[config.mk]
export PLATFORM = sky130hd
export DESIGN_NAME = farm_road_sensor
export DESIGN_NICKNAME = d
export VERILOG_FILES = /design/src/rtl/farm_road_sensor_pkg.sv /design/src/rtl/det_debounce.sv /design/src/rtl/farm_road_sensor.sv
export SDC_FILE = /design/constraint.sdc
export NUM_CORES = 1
export LEC_CHECK = 0
export ABC_AREA = 1
export BUFFER_PORTS_ARGS = -buffer_cell sky130_fd_sc_hd__buf_2
export CORE_UTILIZATION = 40
export DETAILED_ROUTE_END_ITERATION = 7
export GPL_ROUTABILITY_DRIVEN = 1
export SYNTH_ARGS = -nofsm -noshare
export SYNTH_HDL_FRONTEND = slang
export SYNTH_HIERARCHICAL = 1
export SYNTH_SLANG_ARGS = --single-unit
[constraint.sdc]
create_clock -name clk -period 2.25 [get_ports clk]
set_input_delay 0.45 -clock clk [delete_from_list [all_inputs] [get_ports clk]]
set_output_delay 0.45 -clock clk [all_outputs]
set_load 0.05 [all_outputs]
[src/rtl/farm_road_sensor_pkg.sv]
// Shared definitions for the farm-road detector front end: state encodings
// and default parameter values, reused by the light controller and timer.
package farm_road_sensor_pkg;

    typedef enum logic [1:0] {
        ST_IDLE  = 2'd0,
        ST_WAIT  = 2'd1,
        ST_SERVE = 2'd2
    } state_t;

    localparam int DEBOUNCE_CYCLES_DEF = 16;
    localparam int CNT_W_DEF           = 4;
    localparam int DEBOUNCE_CNT_W      = 8;

endpackage

[src/rtl/det_debounce.sv]
// Two-flop synchronizer followed by a stable-count filter. The clean output
// only changes after DEBOUNCE_CYCLES consecutive samples disagree with it.
// Also intended for the future pedestrian push button.
module det_debounce
    import farm_road_sensor_pkg::*;
#(
    parameter int DEBOUNCE_CYCLES = DEBOUNCE_CYCLES_DEF
) (
    input  logic clk,
    input  logic reset,
    input  logic det_raw,
    output logic det_clean
);

    localparam logic [DEBOUNCE_CNT_W-1:0] TERM_CNT = DEBOUNCE_CNT_W'(DEBOUNCE_CYCLES - 1);

    logic                      sync_1;
    logic                      det_s;
    logic [DEBOUNCE_CNT_W-1:0] stable_cnt;

    // Synchronize the raw detector, then count consecutive mismatching samples.
    always_ff @(posedge clk) begin
        if (reset) begin
            sync_1     <= 1'b0;
            det_s      <= 1'b0;
            det_clean  <= 1'b0;
            stable_cnt <= '0;
        end else begin
            sync_1 <= det_raw;
            det_s  <= sync_1;
            if (det_s == det_clean) begin
                stable_cnt <= '0;
            end else if (stable_cnt == TERM_CNT) begin
                det_clean  <= ~det_clean;
                stable_cnt <= '0;
            end else begin
                stable_cnt <= stable_cnt + DEBOUNCE_CNT_W'(1);
            end
        end
    end

endmodule

[src/rtl/farm_road_sensor.sv]
// Farm-road vehicle detector front end. Turns the debounced loop detector
// into the car-present request c, counting queued vehicles until the light
// controller's farm green (fg) has served every one of them.
//
//   state    | meaning
//   ---------+-------------------------------------------------------------
//   ST_IDLE  | no car waiting, c low; fg ignored
//   ST_WAIT  | cars queued, farm road red; waiting for fg
//   ST_SERVE | farm road green; departures drain the queue
module farm_road_sensor
    import farm_road_sensor_pkg::*;
#(
    parameter int DEBOUNCE_CYCLES = DEBOUNCE_CYCLES_DEF,
    parameter int CNT_W           = CNT_W_DEF
) (
    input  logic             clk,
    input  logic             reset,
    input  logic             det_raw,
    input  logic             fg,
    output logic             c,
    output logic [CNT_W-1:0] queue,
    output logic             overflow
);

    localparam logic [CNT_W-1:0] QUEUE_MAX = '1;

    state_t           state;
    logic             det_clean;
    logic             det_clean_d;
    logic             arrival;
    logic             departure;
    logic [CNT_W-1:0] queue_nxt;
    logic             ovf_set;

    det_debounce #(
        .DEBOUNCE_CYCLES (DEBOUNCE_CYCLES)
    ) u_det_debounce (
        .clk       (clk),
        .reset     (reset),
        .det_raw   (det_raw),
        .det_clean (det_clean)
    );

    // Registered edge detect; events are presented one cycle after det_clean moves.
    always_ff @(posedge clk) begin
        if (reset) begin
            det_clean_d <= 1'b0;
            arrival     <= 1'b0;
            departure   <= 1'b0;
        end else begin
            det_clean_d <= det_clean;
            arrival     <= det_clean & ~det_clean_d;
            departure   <= ~det_clean & det_clean_d;
        end
    end

    // Next queue value: saturating increment on arrival, floored decrement on a served departure.
    always_comb begin
        queue_nxt = queue;
        ovf_set   = 1'b0;
        if (arrival) begin
            if (queue == QUEUE_MAX) begin
                ovf_set = 1'b1;
            end else begin
                queue_nxt = queue + CNT_W'(1);
            end
        end
        if (departure && (state == ST_SERVE) && (queue_nxt != '0)) begin
            queue_nxt = queue_nxt - CNT_W'(1);
        end
    end

    // Queue counter and sticky overflow flag.
    always_ff @(posedge clk) begin
        if (reset) begin
            queue    <= '0;
            overflow <= 1'b0;
        end else begin
            queue    <= queue_nxt;
            overflow <= overflow | ovf_set;
        end
    end

    // Service FSM; c is registered from the state being entered.
    always_ff @(posedge clk) begin
        if (reset) begin
            state <= ST_IDLE;
            c     <= 1'b0;
        end else begin
            case (state)
                ST_IDLE: begin
                    if (arrival) begin
                        state <= ST_WAIT;
                        c     <= 1'b1;
                    end else begin
                        c <= 1'b0;
                    end
                end
                ST_WAIT: begin
                    c <= 1'b1;
                    if (fg) begin
                        state <= ST_SERVE;
                    end
                end
                ST_SERVE: begin
                    // Exit uses the already-decremented queue, so a last
                    // departure coinciding with fg falling goes straight to idle.
                    if (queue_nxt == '0) begin
                        state <= ST_IDLE;
                        c     <= 1'b0;
                    end else begin
                        c <= 1'b1;
                        if (!fg) begin
                            state <= ST_WAIT;
                        end
                    end
                end
                default: begin
                    state <= ST_IDLE;
                    c     <= 1'b0;
                end
            endcase
        end
    end

endmodule

Word-level counts from Yosys, hierarchy flattened

Cells that the tools add are included.

Register bits: 22
Input bits: 4
Output and inout bits: 6
Word-level logic and storage cells: 49

$add $sub $neg: 3
Equal/unequal tests: 8
Muxes and demuxes: 13
Bitwise logic cells: 6
Reductions and logical operators: 8

Operator list:

| kind                                              | count |
|---|---|
| 2-to-1 mux 4 bit                                  | 3 |
| adder 8 x 1 -> 8 bit (second input constant)      | 1 |
| == test 8 x 4 -> 1 bit (second input constant)    | 1 |
| 2-to-1 mux 2 bit                                  | 4 |
| case mux 2 bit (3 select lines)                   | 1 |
| adder 4 x 1 -> 4 bit (second input constant)      | 1 |
| == test 4 bit (second input constant)             | 1 |
| zero test 4 bit                                   | 1 |
| 2-to-1 mux 1 bit                                  | 4 |
| != test 2 bit (second input constant)             | 2 |
| nonzero test 4 bit                                | 1 |
| subtractor 4 x 1 -> 4 bit (second input constant) | 1 |
| != test 3 x 2 -> 1 bit (second input constant)    | 1 |
| inverter 1 bit                                    | 3 |
| case mux 1 bit (3 select lines)                   | 1 |
| AND reduction 3 bit                               | 1 |
| OR reduction 3 bit                                | 1 |
| bitwise AND 1 bit                                 | 2 |
| == test 2 x 1 -> 1 bit (second input constant)    | 1 |
| == test 2 bit (second input constant)             | 1 |
| logical AND 1 bit                                 | 2 |
| zero test 2 bit                                   | 1 |
| AND reduction 2 bit                               | 1 |
| == test 1 bit                                     | 1 |
| OR 1 bit                                          | 1 |

Logic depth before layout (Yosys ltp)

Word-level depth: 9
Depth in mapped cells: 18
Mapped depth without buffers: 18

Hierarchy

Netlist, hierarchy kept.

By module, submodules not included:

| module           | instances | cells an instance | area an instance (um2) | sequential area each (um2) |
|---|---|---|---|---|
| farm_road_sensor | 1         | 98                | 650.6                  | 220.2 |
| det_debounce     | 1         | 74                | 510.5                  | 220.2 |

Worst setup path after synthesis

Ideal clock, no wire load.

Path type: register -> register
Start: register queue[0]
End: register state[0]
Setup time: 0.112 ns
Data arrival time: 2.282 ns
Required time: 2.138 ns
Path slack: -0.144 ns
Stages on the path, launching flop included: 18
Buffers on the path: 0
Period minus slack after synthesis: 2.394 ns
Path through: dfxtp_1 > ha_1 > nand3_1 > nand2_1 > nand2_1 > nand2_1 > ha_1 > inv_1 > a21oi_4 > nand2_2 > nand3_1 > nand2_1 > nor2_2 > nand3_2 > nand2_2 > nand2_1 > nor2_1 > nor2_1

Longest elaborated chain between the ends: 9
Elaborated cells on any way between the ends: 13
Those cells by class: 2 x add/sub; 2 x eq/ne; 5 x mux; 4 x reduce/logical

Ends and longest elaborated chain:

| item                                                                                    | RTL line                                       | RTL |
|---|---|---|
| start, declared                                                                         | farm_road_sensor.sv:21                         | `output logic [CNT_W-1:0] queue,` |
| start signal, assigned                                                                  | farm_road_sensor.sv:79                         | `queue <= queue_nxt;` |
| adder 4 x 1 -> 4 bit or == test 4 bit (tied branches)                                   | farm_road_sensor.sv:65, farm_road_sensor.sv:62 |  |
| 2-to-1 mux 4 bit                                                                        | farm_road_sensor.sv:62                         | `if (queue == QUEUE_MAX) begin` |
| 2-to-1 mux 4 bit *                                                                      | farm_road_sensor.sv:61                         | `if (arrival) begin` |
| parallel branches: the longest is 2 deep, another holds subtractor 4 x 1 -> 4 bit       | --                                             |  |
| 2-to-1 mux 4 bit *                                                                      | farm_road_sensor.sv:68                         | `if (departure && (state == ST_SERVE) && (queue_nxt != '0)) begin` |
| zero test 4 bit *                                                                       | farm_road_sensor.sv:108                        | `if (queue_nxt == '0) begin` |
| != test 3 x 2 -> 1 bit (no source line) or 2-to-1 mux 2 bit (tied branches)             | --                                             |  |
| AND reduction 3 bit (no source line) or case mux 2 bit (3 select lines) (tied branches) | --                                             |  |
| end signal, assigned                                                                    | farm_road_sensor.sv:109                        | `state <= ST_IDLE;` |
| end signal, assigned                                                                    | farm_road_sensor.sv:114                        | `state <= ST_WAIT;` |
| end signal, assigned                                                                    | farm_road_sensor.sv:119                        | `state <= ST_IDLE;` |
| end, declared                                                                           | farm_road_sensor.sv:27                         | `state_t state;` |

Every way passes the cells marked *.
A chain may end at the register's enable or synchronous reset.

Worst setup path after layout

Same ends and word-level chain as after synthesis.

==> flow_metrics.env <==
export IMPL_status="complete, no violations"
export IMPL_yosys_top_cells_area="dfxtp_1, nand2_1, nor2_1, inv_1, nand3_1"
export IMPL_peakVddDrop_mv=0.364
export IMPL_p_per_area_nw_per_um2=514
export IMPL_ys_types=25
export IMPL_place_worst_setup_slack_ps=84.4
export IMPL_maxCapViolations=0
export IMPL_fin_tns_setup_ps=0
export IMPL_synth_common_cells="nand2_1, nor2_1, inv_1, dfxtp_1, nand3_1"
export IMPL_start_util_pct=42.1
export IMPL_boundaryPins=10
export IMPL_firstDrtPassIters=4
export IMPL_synthCells=172
export IMPL_use_met1_pct=18.6
export IMPL_fin_crit_sh_pct=92.2
export IMPL_yosysTopAreaCellShare_pct=37.9
export IMPL_clockBufferDepth=2
export IMPL_clk_latency_ps=300
export IMPL_synth_adder_area_share_pct=3.23
export IMPL_grt_use_total_pct=14.5
export IMPL_p_seq_share_pct=55.6
export IMPL_port_buffers=9
export IMPL_synth_simple_area_share_pct=39.1
export IMPL_gp_congestion=0.814
export IMPL_multi_input_area_sq_um=644
export IMPL_power_leakage_nw=0.625
export IMPL_power_uw=702
export IMPL_setup_viol=0
export IMPL_ant_nets=0
export IMPL_path_clk_slew_ps=120
export IMPL_start_kind="flip-flop"
export IMPL_drtIter0Drc=30
export IMPL_p_int_uw=573
export IMPL_async_reset_ff_share_pct=0
export IMPL_netSwitchingFraction_pct=18.4
export IMPL_final_util_pct=49.6
export IMPL_core_area_sq_um=2760
export IMPL_drt_wl_total_mm=2.21
export IMPL_synth_compound_area_share_pct=9.27
export IMPL_max_slew_margin_pct=78.0
export IMPL_synthMuxAreaShare_pct=0
export IMPL_path_class="flip-flop to flip-flop"
export IMPL_stdcell_area_sq_um=1370
export IMPL_combPwrFrac_pct=1.9
export IMPL_yosys_warnings=6
export IMPL_tightest_slew_ps=330
export IMPL_fp_dieH_microns=55.9
export IMPL_dp_cells=211
export IMPL_grt_pass1_wl_mm=3.71
export IMPL_cts_inserted_buffers=3
export IMPL_grt_max_degree=15
export IMPL_placed_area_sq_um=1240
export IMPL_syn_nets=179
export IMPL_synth_edf_count=0
export IMPL_synth_top_family_by_area="simple AND/OR/NAND/NOR gates"
export IMPL_met3_usage_pct=3.49
export IMPL_slew_violations=0
export IMPL_synth_xor_area_share_pct=0.754
export IMPL_die_w_microns=55.9
export IMPL_yosysMostFrequentCell="nand2_1"
export IMPL_grt_pass1_vias=922
export IMPL_post_route_min_period_ps=2080
export IMPL_ys_seq_elements=22
export IMPL_grtUsageMet2_pct=24.6
export IMPL_yosysTopAreaCell="dfxtp_1"
export IMPL_hold_viol_final=0
export IMPL_cp_arrival_ps=2290
export IMPL_fin_worst_hold_slack_ps=343
export IMPL_avgSynthCellArea_sq_um=6.75
export IMPL_row_count=19
export IMPL_cp_max_fo=4
export IMPL_top_usage_layer="met2"
export IMPL_syn_to_final_growth_pct=17.8
export IMPL_tritoncts="built"
export IMPL_fin_cells=219
export IMPL_fmax_ghz=0.482
export IMPL_drive_gt1_share_pct=22.3
export IMPL_n_antenna_cell=0
export IMPL_die_area_sq_um=3120
export IMPL_dp_hpwl_mm=1.60
export IMPL_netlist_area_sq_um=1160
export IMPL_fin_skew_ps=0.821
export IMPL_hp_class="primary input to flip-flop"
export IMPL_setup_ws_ps=175
export IMPL_clock_sinks=22
export IMPL_cts_htree_levels=1
export IMPL_drc=0
export IMPL_num_vias=1066
export IMPL_fillerInstances=269
export IMPL_ff_latch_area_sq_um=448
export IMPL_p_switching_uw=129
export IMPL_clock_power_share_pct=42.5
export IMPL_routedWlPerCell_microns=10.1
export IMPL_ys_seq_area_share_pct=37.9
export IMPL_vias_per_cell=4.87
export IMPL_antenna_found_initial=0
export IMPL_crit_required_ps=2460
export IMPL_ys_flop_type="dfxtp_1"
export IMPL_endpoint_kind="flip-flop"
export IMPL_grt_overflow_total=0
export IMPL_cts_root_buf="clkbuf_4"
export IMPL_final_nets=196
## cell families (layout without fill, tap and decap cells)
family / count (synthesis) / count (layout)
simple gates: 99 / 99
buf+inv: 30 / 46
flops: 22 / 22
compound gates: 17 / 17
fa+ha+maj: 3 / 3
xor+xnor: 1 / 1
## flip-flops by register name, indices dropped and copies added, names as in the netlist
name	cells
state	2
u_det_debounce/sync_1	1
arrival	1
det_clean_d	1
departure	1
queue	4
overflow	1
u_det_debounce/det_s	1
c	1
u_det_debounce/det_clean	1
u_det_debounce/stable_cnt	8
## layer usage
metal / vias up / part of all wire [%] / routed length [microns]
met5: - / 0 / 0
met4: 0 / 2.9 / 65
met3: 8 / 2.4 / 54
met2: 14 / 46 / 1010
met1: 475 / 49 / 1070
li1: 569 / - / -
## power groups by stage
stage	Sequential [mW]	Combinational (mW)	Clock, mW
finish	0.390	0.0134	0.299
global route	0.391	0.0153	0.328
CTS	0.393	0.0135	0.310
detailed placement	0.402	0.0134	0
global placement	0.402	0.0129	0
floorplan	0.401	0.00809	0
## critical path, cell delays in order, from the launching register on
cell	delay [ps]
dfxtp_4	390
ha_4	170
nand3_4	90
nand2_2	90
nand2_1	60
nand2_2	90
ha_1	160
inv_2	50
a21oi_4	140
nand2_2	90
nand2_2	90
o21bai_1	70
nand2_1	110
nand3_2	100
nand2_2	100
nand2_1	50
nor2_1	90
nor2_1	50
## final cells by class
cell class,count,area share (%)
multi-input combinational,120,47.1
sequential,22,32.8
inverter,29,7.96
timing repair buffer,13,5.49
tap,31,2.84
clock inverter,1,2.20
clock buffer,3,1.65
## worst paths after layout
| kind | to | slack, ps | cells past startpoint | startpoint |
|---|---|---|---|---|
| worst max register to register | state[0] | 170 | 17 | queue[0] |
| worst max-delay path | state[0] | 170 | 17 | queue[0] |
| worst min register to register | u_det_debounce/det_s | 410 | 2 | u_det_debounce/sync_1 |
| worst min-delay path | u_det_debounce/sync_1 | 340 | 3 | det_raw |
## what timing repair did
item,CTS,global route
setup buffers,0,4
hold buffers,0,0
endpoints found under the setup margin,0,3
gates resized for setup,0,11
## placed cells by master, fill, tap and decap left out, drive strengths merged, types with 2 or more instances in the layout
| cell | count |
|---|---|
| a21oi | 10 |
| nand2 | 46 |
| buf | 13 |
| nand3 | 13 |
| clkbuf | 3 |
| nand3b | 4 |
| nor2 | 30 |
| or2 | 2 |
| o21ai | 4 |
| nand4 | 2 |
| ha | 3 |
| o21bai | 3 |
| dfxtp | 22 |
| inv | 28 |
(Power assumes the default switching activity.)
